File: src/rtl/data_sramlike_bridge.sv
// data_sramlike_bridge: mem-stage CPU data request -> SRAM-like split bus.
// Issues exactly one bus transaction per instruction. It stalls the pipeline
// until data_ok arrives. It holds the returned word while other stall sources
// keep the pipeline frozen.
// Optional build macro DATA_ADDR_MAP_EN: when defined, kseg0/kseg1 addresses
// (addr[31:30]==2'b10) have bits [31:29] cleared on the bus side.
module data_sramlike_bridge #(
    parameter int WAIT_CNT_W = 8
) (
    input  logic                  clk,
    input  logic                  rst,
    input  logic                  cpu_data_en,
    input  logic [3:0]            cpu_data_wen,
    input  logic [31:0]           cpu_data_addr,
    input  logic [31:0]           cpu_data_wdata,
    input  logic [1:0]            cpu_data_size,
    input  logic                  cpu_longest_stall,
    output logic [31:0]           cpu_data_rdata,
    output logic                  d_stall,
    output logic                  data_req,
    output logic                  data_wr,
    output logic [1:0]            data_size,
    output logic [31:0]           data_addr,
    output logic [31:0]           data_wdata,
    input  logic                  data_addr_ok,
    input  logic                  data_data_ok,
    input  logic [31:0]           data_rdata,
    output logic [WAIT_CNT_W-1:0] data_wait_cnt
);

    typedef enum logic [1:0] {
        S_IDLE = 2'd0,
        S_WAIT = 2'd1,
        S_HOLD = 2'd2
    } state_t;

    state_t                r_state;
    state_t                w_next;
    logic [31:0]           r_rdata_buf;
    logic [WAIT_CNT_W-1:0] r_wait_cnt;
    logic                  w_done;
    logic                  w_accept;

    // Access completes in the data_ok cycle; data_ok seen elsewhere is stray.
    assign w_done   = (r_state == S_WAIT) && data_data_ok;
    assign w_accept = (r_state == S_IDLE) && cpu_data_en && data_addr_ok;

    // State register
    always_ff @(posedge clk) begin
        if (rst) r_state <= S_IDLE;
        else     r_state <= w_next;
    end

    // Next-state logic
    always_comb begin
        w_next = r_state;
        case (r_state)
            S_IDLE: if (w_accept) w_next = S_WAIT;
            S_WAIT: if (data_data_ok) w_next = cpu_longest_stall ? S_HOLD : S_IDLE;
            S_HOLD: if (!cpu_longest_stall) w_next = S_IDLE;
            default: w_next = S_IDLE;
        endcase
    end

    // Handshake, stall and read-data outputs
    always_comb begin
        data_req       = cpu_data_en && (r_state == S_IDLE);
        d_stall        = cpu_data_en && !w_done && (r_state != S_HOLD);
        cpu_data_rdata = w_done ? data_rdata : r_rdata_buf;
    end

    // Read buffer: keeps the returned word while the pipeline stays frozen
    always_ff @(posedge clk) begin
        if (rst)         r_rdata_buf <= 32'd0;
        else if (w_done) r_rdata_buf <= data_rdata;
    end

    // Wait counter: counts every cycle spent in WAIT, including the data_ok cycle
    always_ff @(posedge clk) begin
        if (rst)
            r_wait_cnt <= '0;
        else if (w_accept)
            r_wait_cnt <= '0;
        else if (r_state == S_WAIT && r_wait_cnt != {WAIT_CNT_W{1'b1}})
            r_wait_cnt <= r_wait_cnt + 1'b1;
    end

    assign data_wait_cnt = r_wait_cnt;
    assign data_wr       = |cpu_data_wen;
    assign data_size     = cpu_data_size;
    assign data_wdata    = cpu_data_wdata;

`ifdef DATA_ADDR_MAP_EN
    // kseg0/kseg1 fold onto the low 512 MB physical window
    assign data_addr = (cpu_data_addr[31:30] == 2'b10) ?
                       {3'b000, cpu_data_addr[28:0]} : cpu_data_addr;
`else
    assign data_addr = cpu_data_addr;
`endif

endmodule

File: config.mk
export PLATFORM = sky130hd
export DESIGN_NAME = data_sramlike_bridge
export DESIGN_NICKNAME = d
export VERILOG_FILES = /design/src/rtl/data_sramlike_bridge.sv
export SDC_FILE = /design/constraint.sdc
export NUM_CORES = 1
export LEC_CHECK = 0
export CORE_UTILIZATION = 35
export CTS_BUF_LIST = sky130_fd_sc_hd__clkbuf_4
export DETAILED_ROUTE_END_ITERATION = 7
export PLACE_DENSITY = 0.89
export RECOVER_POWER = 25
export SLEW_MARGIN = 20
export SYNTH_ARGS = -nofsm -noshare
export SYNTH_HDL_FRONTEND = slang
export SYNTH_SLANG_ARGS = --single-unit
File: constraint.sdc
create_clock -name clk -period 3.3 [get_ports clk]
set_clock_uncertainty 0.15 [all_clocks]
set_input_delay 0.66 -clock clk [delete_from_list [all_inputs] [get_ports clk]]
set_output_delay 0.66 -clock clk [all_outputs]
set_load 0.05 [all_outputs]
# Word level (Yosys, flattened, before mapping)
# Index checks and enable logic that the tools add are counted.
# classes
addsub	1
multipliers	0
n_div	0
order_cmp	0
eq_ne	7
n_shift	0
muxes	6
bitwise_logic	0
n_reduce_logical	11
# op_table
operator	count
$mux W32	1
$add A8 B1 Y8 const B	1
$mux W2	4
$ne A2 B2 Y1 const B	4
$ne A8 B8 Y1 const B	1
$logic_and A1 B1 Y1	6
$pmux W2 S3	1
$reduce_or A4 Y1	1
$reduce_and A3 Y1	1
$eq A2 B1 Y1 const B	1
$eq A2 B2 Y1 const B	1
$logic_not A2 Y1	1
$reduce_or A2 Y1	1
$logic_not A1 Y1	1
# word_totals
reg_bits	42
latchBits	0
ramBits	0
romBits	0
in_bits	108
output_inout_bits	109
elab_cells	28
memories	0

# Depth between registers and ports, before layout
# depth
ltp_word	5
depth_mapped	5
mapped_depth_nobuf	4

# Worst setup path after synthesis
# Ideal clock, no wire load.
# synth_timing
path_type	input to output
startpoint	input cpu_data_en
endpoint	output data_req
t_arrival_ns	1.806
required_time_ns	2.490
setup_slack_ns	0.684
path_stages	1
n_path_buf	0
cell_sequence	nor3b_1
# synth_between
elab_chain_len	1
# synth_lines
element	line_no	text
from (decl)	12	input logic cpu_data_en,
$logic_and A1 B1 Y1	67	data_req = cpu_data_en && (r_state == S_IDLE);
to (decl)	20	output logic data_req,
# No other way between the ends.

# Worst setup path in the final report
# layout_timing
startpoint	input cpu_data_wen[1]
endpoint	output data_wr
# layout_between
elab_chain_len	1
# layout_lines
element	line_no	text
from (decl)	13	input logic [3:0] cpu_data_wen,
$reduce_or A4 Y1	89	assign data_wr = |cpu_data_wen;
to (decl)	21	output logic data_wr,
# No other way between the ends.

==> results by group <==
STA
  – RSZ-0062 raised after global routing: no
  – Number of max-slew violations in the final report: 0
  – Period utilization: 0.936
  – Final Critical Period: 3090 ps
  – Final TNS setup: 0 ps
  – Slew Limit Headroom: 0.664
  – Fin. Hold Viols: 0
  – # setup viols final: 0
  – F_max: 324 MHz
  – Worst Max-Slew Pin Slew: 502 ps

Worst setup path
  – Max FO, Critical Path: 1
  – Crit start category: input port
  – WS Path Type: input port to output port
  – Crit. End Element: output port
  – Critical Path RT: 2490 ps
  – Arrival @ worst endpoint: 2280 ps

Die
  – Die extent in x: 85.5 um
  – I/O pin count: 217
  – Die area: 7300 um2
  – Cell row count: 30
  – CORE AREA: 6760 um2
  – Die Height: 85.5 um
  – Starting Density: 0.361

Drt
  – 1st-pass router iterations: 6
  – Post-route antenna net violation count: 0
  – DR iter-0 viols: 96
  – Vias/cell: 4.80
  – Metal-1 WL: 1.82 mm
  – WL met2: 2.38 mm
  – DR WL/cell: 14.2 um
  – Final wirelength: 4.71 mm
  – Top Layer Used: met4
  – Via Count: 1599
  – Met3 routed WL: 331 um
  – Number of remaining DRC errors: 0

Finish
  – Ant diodes: 0
  – Share of cells above drive strength 1: 0.312
  – Multi-input logic area: 1030 um2
  – Fin area: 2940 um2
  – Post-layout util: 0.435
  – Fillers: 633
  – Area growth syn-to-layout: 20.6%
  – Final Net Count: 361
  – Register area: 841 um2

Clock tree
  – CTS buffer count: 5
  – Clock Tree Root: clkbuf_4
  – TritonCTS clock tree: done
  – Worst-path clk slew: 130 ps
  – Post-CTS setup buffers: 0
  – Worst-Skew Late Latency: 340 ps
  – Clk sinks: 42
  – Hold bufs inserted after CTS: 0
  – H-Tree Depth: 2
  – Max Buffers Root-to-Sink: 2
  – PostCTS Resize Cnt: 0

Global route
  – Gr usage total: 0.122
  – First-pass GRT wire length: 7.16 mm
  – Initial antenna violation count: 0
  – Vias in the first global route: 1572
  – Largest net degree at the start of global routing: 34
  – Remaining Overflow, GRT: 0

Yosys
  – Adder-Cell Fraction of Synth Area: 0.00513
  – Synth Area in Simple Gates: 0.179
  – Post-synth top area cell: dfxtp_1
  – Mux contribution to synthesized area: 0.199
  – Syn Area/Cell: 10.5 um2
  – Synthesized cell area: 2440 um2
  – Synth top area share: 0.345
  – Synth Area in XOR/XNOR: 0
  – Synth warnings: 0
  – Compound-cell area share of the yosys netlist: 0.0416
  – Syn_nets: 342
  – Main combinational cell family by area after synthesis: buffers and inverters
  – Synthesized netlist cell count: 233
  – Area contributors post-synth: dfxtp_1, buf_4, mux2_4
  – Seq/Total Area, Yosys: 0.345
  – FF+latch count, synth: 42
  – Synth unique cells: 34

Job
  – Max_cap viols: 0

Placed design
  – Number of buffers added on ports: 84
  – HPWL after DPL: 3.48 mm
  – Dpl cell area: 2860 um2
  – RePlAce Congestion: 0.900

Power and ir drop
  – Pleak: 1.27 nW
  – Power Density: 377 nW/um2
  – Worst vdd ir: 0.152 mV

Min path
  – HP Class: register to register

Status
  – Status: finished clean
==> Yosys cell counts <==
master / instances
buf_4: 68
dfxtp_1: 42
nor2b_1: 33
mux2_4: 25
mux2_2: 7
nand3b_1: 5
a211oi_1: 4
a21oi_1: 4
clkbuf_1: 4
and3_1: 3
buf_6: 3
mux2i_1: 3
nand2_1: 3
nand2b_1: 3
nor3_1: 3
a31oi_1: 2
and4_1: 2
nor3b_1: 2
or3b_1: 2
a2111oi_2: 1
a21boi_0: 1
a41oi_1: 1
and2_1: 1
and3b_1: 1
ha_1: 1
inv_1: 1
nand3_1: 1
nand3b_4: 1
nand4b_1: 1
nand4bb_1: 1
nor2_1: 1
nor4_1: 1
o21a_1: 1
or4_1: 1
==> flip-flops by register name (all words and copies together), names as in the netlist <==
signal / count
r_state: 2
r_rdata_buf: 32
data_wait_cnt: 8
==> worst paths after layout <==
| path | endpoint | startpoint | cells after the start | slack (ps) |
|---|---|---|---|---|
| max | data_wr | cpu_data_wen[1] | 3 | 210 |
| min reg2reg | data_wait_cnt[7] | data_wait_cnt[7] | 1 | 380 |
| min | data_wait_cnt[7] | data_wait_cnt[7] | 1 | 380 |
| max reg2reg | r_rdata_buf[1] | r_state[1] | 4 | 1570 |
==> through the flow <==
step / setup slack, ps / total power (W) / hold slack, ps / instances
after floorplan: 684 / 0.000896 / 484 / 233
after global placement: 217 / 0.000779 / 349 / 325
after detailed placement: 213 / 0.000783 / 357 / 325
after CTS: 206 / 0.00112 / 387 / 333
after global routing: 173 / 0.00116 / 424 / 333
final: 211 / 0.00111 / 383 / 333
==> layout make-up <==
cell class                      count  share of cell area
Multi-Input combinational cell    115               0.352
Timing Repair Buffer               87               0.299
Sequential cell                    42               0.286
Tap cell                           80              0.0341
Clock buffer                        6              0.0153
Clock inverter                      2              0.0128
Inverter                            1             0.00128
==> critical path, stage by stage <==
cell             delay [ps]
clkdlybuf4s50_1         390
or4_1                   520
clkdlybuf4s50_1         710
==> cell families (layout without fill, tap and decap cells) <==
| group | Yosys count | in the layout |
|---|---|---|
| compound gates | 14 | 14 |
| fa+ha+maj | 1 | 1 |
| buf+inv | 76 | 96 |
| flops | 42 | 42 |
| mux | 35 | 35 |
| simple gates | 65 | 65 |
==> power breakdown <==
part / switching (W) / internal, W / leakage (nW)
combinational: 0.000124 / 0.000121 / 0.886
sequential: 0.00000650 / 0.000519 / 0.340
clock: 0.000169 / 0.000168 / 0.0419
==> layout by cell type, fill, tap and decap left out, types with 2 or more instances in the layout <==
cell type / synthesis / routed
mux2_4: 25 / 25
and4_1: 2 / 2
or3b_1: 2 / 2
nand3b_1: 5 / 5
dfxtp_1: 42 / 42
nor3_1: 3 / 3
mux2_2: 7 / 7
a31oi_1: 2 / 2
clkbuf_4: 0 / 6
clkdlybuf4s50_1: 0 / 50
a21oi_1: 4 / 4
nor3b_1: 2 / 2
and3_1: 3 / 3
nor2b_1: 33 / 33
buf_4: 68 / 29
mux2i_1: 3 / 3
nand2b_1: 3 / 3
buf_12: 0 / 8
a211oi_1: 4 / 4
nand2_1: 3 / 3
==> metal layers <==
metal | global-route usage | vias to the layer above
li1 | - | 759
met1 | 0.132 | 740
met2 | 0.212 | 64
met3 | 0.0331 | 36
met4 | 0.0773 | 0
met5 | 0 | -
(Power assumes the default switching activity.)
